[src/rtl/fifo_sync_prog_if.sv]
// Handshake/data bundle for fifo_sync_prog.
// master = producer/consumer side, slave = the FIFO itself.
interface fifo_sync_prog_if #(
   parameter int FIFO_WIDTH = 16,
   parameter int FIFO_DEPTH = 8
);
   localparam int CW = $clog2(FIFO_DEPTH+1);

   logic [FIFO_WIDTH-1:0] data_in;
   logic                  wr_en;
   logic                  rd_en;
   logic [CW-1:0]         af_thresh;
   logic [CW-1:0]         ae_thresh;
   logic                  clr_hwm;
   logic [FIFO_WIDTH-1:0] data_out;
   logic                  wr_ack;
   logic                  overflow;
   logic                  underflow;
   logic                  full;
   logic                  empty;
   logic                  almostfull;
   logic                  almostempty;
   logic [CW-1:0]         count;
   logic [CW-1:0]         hwm;

   modport master (
      output data_in, wr_en, rd_en, af_thresh, ae_thresh, clr_hwm,
      input  data_out, wr_ack, overflow, underflow, full, empty,
             almostfull, almostempty, count, hwm
   );

   modport slave (
      input  data_in, wr_en, rd_en, af_thresh, ae_thresh, clr_hwm,
      output data_out, wr_ack, overflow, underflow, full, empty,
             almostfull, almostempty, count, hwm
   );
endinterface

[src/rtl/fifo_sync_prog.sv]
// Synchronous FIFO, arbitrary depth, programmable almost-full/empty,
// occupancy count, sticky high-water mark, optional FWFT read mode.
module fifo_sync_prog #(
   parameter int FIFO_WIDTH = 16,
   parameter int FIFO_DEPTH = 8,
   parameter bit FWFT       = 1'b0
) (
   input  logic            clk,
   input  logic            rst,
   fifo_sync_prog_if.slave bus
);
   localparam int CW = $clog2(FIFO_DEPTH+1);
   localparam int PW = $clog2(FIFO_DEPTH);

   logic [FIFO_WIDTH-1:0] r_mem [FIFO_DEPTH];
   logic [PW-1:0]         r_wr_ptr, r_rd_ptr;
   logic [CW-1:0]         r_count, r_hwm, w_count_nxt;
   logic                  r_wr_ack, r_overflow, r_underflow;
   logic                  w_full, w_empty, w_wr_acc, w_rd_acc;

   // Acceptance is judged against the registered count only, so a
   // simultaneous read never frees room for a write at a full FIFO.
   assign w_full   = (r_count == CW'(FIFO_DEPTH));
   assign w_empty  = (r_count == '0);
   assign w_wr_acc = bus.wr_en && !w_full;
   assign w_rd_acc = bus.rd_en && !w_empty;

   // Next occupancy: a paired read+write leaves it unchanged.
   always_comb begin
      w_count_nxt = r_count;
      if (w_wr_acc && !w_rd_acc)
         w_count_nxt = r_count + CW'(1);
      else if (!w_wr_acc && w_rd_acc)
         w_count_nxt = r_count - CW'(1);
   end

   // Storage; never reset, and writes are dropped during reset.
   always_ff @(posedge clk) begin
      if (!rst && w_wr_acc)
         r_mem[r_wr_ptr] <= bus.data_in;
   end

   // Pointers wrap explicitly so non-power-of-two depths work.
   always_ff @(posedge clk) begin
      if (rst) begin
         r_wr_ptr <= '0;
         r_rd_ptr <= '0;
      end else begin
         if (w_wr_acc)
            r_wr_ptr <= (r_wr_ptr == PW'(FIFO_DEPTH-1)) ? '0 : r_wr_ptr + PW'(1);
         if (w_rd_acc)
            r_rd_ptr <= (r_rd_ptr == PW'(FIFO_DEPTH-1)) ? '0 : r_rd_ptr + PW'(1);
      end
   end

   // Occupancy count and one-cycle status pulses.
   always_ff @(posedge clk) begin
      if (rst) begin
         r_count     <= '0;
         r_wr_ack    <= 1'b0;
         r_overflow  <= 1'b0;
         r_underflow <= 1'b0;
      end else begin
         r_count     <= w_count_nxt;
         r_wr_ack    <= w_wr_acc;
         r_overflow  <= bus.wr_en && w_full;
         r_underflow <= bus.rd_en && w_empty;
      end
   end

   // High-water mark tracks the post-edge count; clear reloads it.
   always_ff @(posedge clk) begin
      if (rst)
         r_hwm <= '0;
      else if (bus.clr_hwm)
         r_hwm <= w_count_nxt;
      else if (w_count_nxt > r_hwm)
         r_hwm <= w_count_nxt;
   end

   generate
      if (FWFT) begin : g_fwft
         // Head word is presented directly; meaningless while empty.
         assign bus.data_out = r_mem[r_rd_ptr];
      end else begin : g_std
         logic [FIFO_WIDTH-1:0] r_dout;
         // Registered read: updates only on an accepted read.
         always_ff @(posedge clk) begin
            if (rst)
               r_dout <= '0;
            else if (w_rd_acc)
               r_dout <= r_mem[r_rd_ptr];
         end
         assign bus.data_out = r_dout;
      end
   endgenerate

   assign bus.full        = w_full;
   assign bus.empty       = w_empty;
   assign bus.almostfull  = (r_count >= bus.af_thresh);
   assign bus.almostempty = (r_count <= bus.ae_thresh);
   assign bus.count       = r_count;
   assign bus.hwm         = r_hwm;
   assign bus.wr_ack      = r_wr_ack;
   assign bus.overflow    = r_overflow;
   assign bus.underflow   = r_underflow;
endmodule
[src/flat_wrapper.sv]
// flat-port wrapper written by rule: the top's interface ports become plain ports
module fifo_sync_prog_flat 
#(
   parameter int FIFO_WIDTH = 16,
   parameter int FIFO_DEPTH = 8,
   parameter bit FWFT       = 1'b0
)
  (clk, rst, bus_data_in, bus_wr_en, bus_rd_en, bus_af_thresh, bus_ae_thresh, bus_clr_hwm, bus_data_out, bus_wr_ack, bus_overflow, bus_underflow, bus_full, bus_empty, bus_almostfull, bus_almostempty, bus_count, bus_hwm);
  fifo_sync_prog_if #(.FIFO_WIDTH(FIFO_WIDTH), .FIFO_DEPTH(FIFO_DEPTH)) bus_i ();
  input  logic clk;
  input  logic rst;
  input wire logic [$bits(bus_i.data_in)-1:0] bus_data_in;
  input wire logic [$bits(bus_i.wr_en)-1:0] bus_wr_en;
  input wire logic [$bits(bus_i.rd_en)-1:0] bus_rd_en;
  input wire logic [$bits(bus_i.af_thresh)-1:0] bus_af_thresh;
  input wire logic [$bits(bus_i.ae_thresh)-1:0] bus_ae_thresh;
  input wire logic [$bits(bus_i.clr_hwm)-1:0] bus_clr_hwm;
  output wire logic [$bits(bus_i.data_out)-1:0] bus_data_out;
  output wire logic [$bits(bus_i.wr_ack)-1:0] bus_wr_ack;
  output wire logic [$bits(bus_i.overflow)-1:0] bus_overflow;
  output wire logic [$bits(bus_i.underflow)-1:0] bus_underflow;
  output wire logic [$bits(bus_i.full)-1:0] bus_full;
  output wire logic [$bits(bus_i.empty)-1:0] bus_empty;
  output wire logic [$bits(bus_i.almostfull)-1:0] bus_almostfull;
  output wire logic [$bits(bus_i.almostempty)-1:0] bus_almostempty;
  output wire logic [$bits(bus_i.count)-1:0] bus_count;
  output wire logic [$bits(bus_i.hwm)-1:0] bus_hwm;
  assign bus_i.data_in = bus_data_in;
  assign bus_i.wr_en = bus_wr_en;
  assign bus_i.rd_en = bus_rd_en;
  assign bus_i.af_thresh = bus_af_thresh;
  assign bus_i.ae_thresh = bus_ae_thresh;
  assign bus_i.clr_hwm = bus_clr_hwm;
  assign bus_data_out = bus_i.data_out;
  assign bus_wr_ack = bus_i.wr_ack;
  assign bus_overflow = bus_i.overflow;
  assign bus_underflow = bus_i.underflow;
  assign bus_full = bus_i.full;
  assign bus_empty = bus_i.empty;
  assign bus_almostfull = bus_i.almostfull;
  assign bus_almostempty = bus_i.almostempty;
  assign bus_count = bus_i.count;
  assign bus_hwm = bus_i.hwm;
  fifo_sync_prog #(.FIFO_WIDTH(FIFO_WIDTH), .FIFO_DEPTH(FIFO_DEPTH), .FWFT(FWFT)) u_core (.clk(clk), .rst(rst), .bus(bus_i));
endmodule
[config.mk]
export PLATFORM = sky130hd
export DESIGN_NAME = fifo_sync_prog_flat
export DESIGN_NICKNAME = d
export VERILOG_FILES = /design/src/rtl/fifo_sync_prog_if.sv /design/src/rtl/fifo_sync_prog.sv /design/src/flat_wrapper.sv
export SDC_FILE = /design/constraint.sdc
export NUM_CORES = 1
export LEC_CHECK = 0
export BUFFER_PORTS_ARGS = -buffer_cell sky130_fd_sc_hd__buf_2
export CAP_MARGIN = 20
export CORE_AREA = 5 5 136 138
export DETAILED_ROUTE_END_ITERATION = 10
export DIE_AREA = 0 0 141 143
export GPL_TIMING_DRIVEN = 0
export PLACE_DENSITY_LB_ADDON = 0.15
export SYNTH_ARGS = -nofsm -noshare
export SYNTH_HDL_FRONTEND = slang
export SYNTH_SLANG_ARGS = --single-unit
[constraint.sdc]
create_clock -name clk -period 3.3 [get_ports clk]
set_clock_uncertainty 0.1 [all_clocks]
set_input_delay 0.66 -clock clk [delete_from_list [all_inputs] [get_ports clk]]
set_output_delay 0.66 -clock clk [all_outputs]
set_load 0.05 [all_outputs]
==> out/qor.yml <==
global_route:
  grt_util_met2_pct: 24.85
  grt_usage_pct: 14.92
  grt_max_degree: 17
  grt_pass1_vias: 3789
  antenna_found_initial: 0
  use_met1_pct: 19.62
  overflow: 0
  met3_usage_pct: 3.550
  top_usage_layer: "met2"
  grt_pass1_wl_um: 22160
finish:
  antenna_cells: 0
  finish.utilization_pct: 47.31
  layout.nets: 535
  final_area_mm2: 0.008069
  layout-drive-gt1-share_pct: 37.40
  area_growth_pct: 20.77
route:
  vias_per_cell: 5.061
  route.detailed.wl_per_inst_um: 19.73
  via_count: 3669
  wirelength_um: 14310
  ant_nets: 0
  drt-initial-drc-count: 219
  firstDrtPassIters: 4
  route.detailed.drc: 0
hold_path:
  hold_path_class: "input port to flip-flop"
clock_tree:
  clock-sinks: 161
  cts-root-buf: "clkbuf_16"
  clk_path_buf_depth: 2
  postCtsHoldBufs: 0
  cts_made_buffers: 17
  path_clk_slew_ns: 0.07
  h-tree-depth: 4
  cts_tree: "built"
  clock_latency_ns: 0.42
worst_setup_path:
  critPathMaxStageDelay_ns: 0.58
  r2r_slack_ns: 0.03
  crit_chain: "inv_4 > ha_4 > or3b_4 > buf_6 > a21oi_2 > or4_4 > nand2_4 > ha_4 > nor2b_1 > or4_4 > a21o_1 > a311oi_2"
  crit_arrival_ns: 3.50
  endpoint_kind: "flip-flop"
  cp-start-kind: "flip-flop"
  worst-setup-path-type: "flip-flop to flip-flop"
  required_ns: 3.53
  crit_path_top_delay_cell: "or4_4"
  cp_max_fo: 7
power:
  report.power.total_mw: 6.222
  peakVddDrop_v: 0.0004186
  p_leak_nw: 2.795
  cellPowerDensity_mw_per_mm2: 771.1
synthesis:
  synth_area_leader_cell: "edfxtp_1"
  ys_ff_latch: 161
  synth_cell_types: 45
  yosys_most_used_dff: "edfxtp_1"
  avgSynthCellArea_um2: 16.70
  synth.area.top_cells: "edfxtp_1 58%, mux4_2 11%, dfxtp_1 9.9%"
  synth-edff-count: 128
  synth_fp_nets: 447
  async_flop_share_pct: 0
  synth_top_area_share_pct: 57.53
  syn_inst: 400
  yosysWarningCount: 0
  synth_area_mm2: 0.006681
  seq_area_frac_synth_pct: 67.42
sta:
  worst_pin_slew_ns: 0.8325
  fin_crit_sh_pct: 99.03
  rsz0062_at_grt: "yes"
  hold_viol_final: 0
  period_minus_slack_ns: 3.268
  setup_ws_ns: 0.03215
  setup_violations: 0
  slew_viol_final: 0
  relSlewSlack_pct: 44.50
  max_freq_mhz: 306.0
die:
  core_region_area_mm2: 0.01706
  die_w_um: 141
  start_util_pct: 39.17
  die_h_um: 143
  io_pins: 60
  rows: 48
  die-area_mm2: 0.02016
job:
  maxCapViolations: 0
place:
  io_buffers: 57
  gp_congestion: 0.7975
  preCtsSetupSlack_ns: -0.1749
  placed_area_mm2: 0.007435
  dp.final_hpwl_um: 9716
status:
  status: "finished clean"
## repair_timing
item                                    CTS  global route
pin swaps                                 2             6
endpoints found under the setup margin    4             4
setup buffers                             0             7
gates resized for setup                   1             9
## registers in the layout, summed over array words and instances, names as in the netlist
signal and cells:
u_core.r_mem 128, u_core.bus.data_out 16, u_core.bus.count 4, u_core.bus.hwm 4
u_core.r_rd_ptr 3, u_core.r_wr_ptr 3, u_core.bus.overflow 1, u_core.bus.underflow 1
u_core.bus.wr_ack 1
## routing by layer
layer / vias to the layer above / wire length (µm)
li1: 1749 / -
met5: - / 0
met1: 1862 / 6479
met2: 44 / 7374
met3: 14 / 323
met4: 0 / 130
## layout make-up
class                   instances  area [µm²]
fillers                      1524        8987
flip-flops and latches        161        4512
multi-input cells             197        2058
repair buffers                 72       457.9
clock buffers                  17       425.4
well taps                     225       281.5
clock inverters                14       133.9
plain buffers                  22       130.1
inverters                      17       70.07
## critical path: cells and delay by family, from the launching register on
family          cells  cell delay, ns
compound gates      3            0.55
flops               1            0.40
fa+ha+maj           2            0.38
simple gates        5            1.59
buf+inv             2            0.16
## report_power, final
group / switching, mW / internal [mW]
registers: 0.0997 / 2.34
clock network: 0.806 / 1.05
logic: 1.18 / 0.755
## Yosys cell counts, types with 2 or more instances
cell type / n
nor3_1: 4
and2_1: 2
edfxtp_1: 128
a21o_1: 4
buf_2: 5
ha_1: 18
and4b_1: 2
nor2_1: 29
a211oi_1: 5
o31ai_1: 2
a31oi_1: 2
or4_4: 2
nor2b_1: 3
o21ai_0: 3
clkbuf_1: 9
nand2b_1: 5
buf_6: 5
dfxtp_1: 33
a311oi_1: 2
nand4_1: 2
buf_1: 2
inv_1: 17
mux2i_1: 16
buf_4: 4
a211oi_2: 16
mux4_2: 32
o21a_1: 4
a21oi_1: 11
or3_1: 3
nand2_1: 15
## layout by cell type, fill, tap and decap left out, types with 2 or more instances in the layout
| master | synthesis | routed |
|---|---|---|
| a211oi_1 | 5 | 4 |
| or4_4 | 2 | 3 |
| ha_4 | 0 | 2 |
| clkinv_1 | 0 | 2 |
| inv_8 | 0 | 2 |
| o21a_1 | 4 | 4 |
| clkbuf_16 | 0 | 17 |
| nand2b_1 | 5 | 5 |
| dfxtp_1 | 33 | 31 |
| edfxtp_1 | 128 | 128 |
| inv_6 | 0 | 3 |
| nand2_1 | 15 | 14 |
| buf_1 | 2 | 2 |
| nor2_2 | 1 | 7 |
| a21o_1 | 4 | 4 |
| nand4_1 | 2 | 2 |
| a211oi_2 | 16 | 17 |
| a21oi_1 | 11 | 11 |
| buf_2 | 5 | 62 |
| inv_1 | 17 | 14 |
| nor3_1 | 4 | 2 |
| dfxtp_4 | 0 | 2 |
| mux2i_1 | 16 | 16 |
| clkinvlp_4 | 0 | 5 |
| clkinv_4 | 0 | 2 |
| buf_4 | 4 | 10 |
| nor2_1 | 29 | 23 |
| clkbuf_1 | 9 | 8 |
| o31ai_1 | 2 | 2 |
| nor2b_1 | 3 | 3 |
| ha_1 | 18 | 16 |
| a31oi_1 | 2 | 2 |
| nor3_4 | 0 | 2 |
| and2_1 | 2 | 2 |
| o21ai_0 | 3 | 2 |
| buf_6 | 5 | 4 |
| or3_1 | 3 | 3 |
| and4b_1 | 2 | 2 |
| mux4_2 | 32 | 32 |
| buf_8 | 0 | 8 |
## worst paths after layout
kind                                     startpoint  depth (start not counted)                  to
worst max-delay path            u_core.bus.count[0]                         12   u_core.bus.hwm[1]
worst min-delay path                 bus_data_in[9]                          1  u_core.r_mem[4][9]
worst max register to register  u_core.bus.count[0]                         12   u_core.bus.hwm[1]
worst min register to register   u_core.r_wr_ptr[0]                          2  u_core.r_wr_ptr[0]
## stage by stage
step / hold WS (ns) / TNS, ns / std cells
6_report: 0.4007 / 0 / 725
5_1_grt: 0.3903 / -0.1385 / 725
4_1_cts: 0.3894 / 0 / 720
3_5_place_dp: 0.3997 / -0.5492 / 690
3_3_place_gp: 0.3923 / -40.95 / 682
2_1_floorplan: 0.3705 / 0 / 400
## kinds of logic after synthesis
family                   Yosys count  synth area share [%]
AND/OR/NAND/NOR                   74                 5.599
flip-flops                       161                 67.42
adder cells (fa/ha/maj)           18                 3.371
buffers and inverters             42                 3.240
AO/OA/AOI/OAI                     57                 7.191
multiplexers                      48                 13.18
Note: power is estimated with default switching activity, not from simulation.
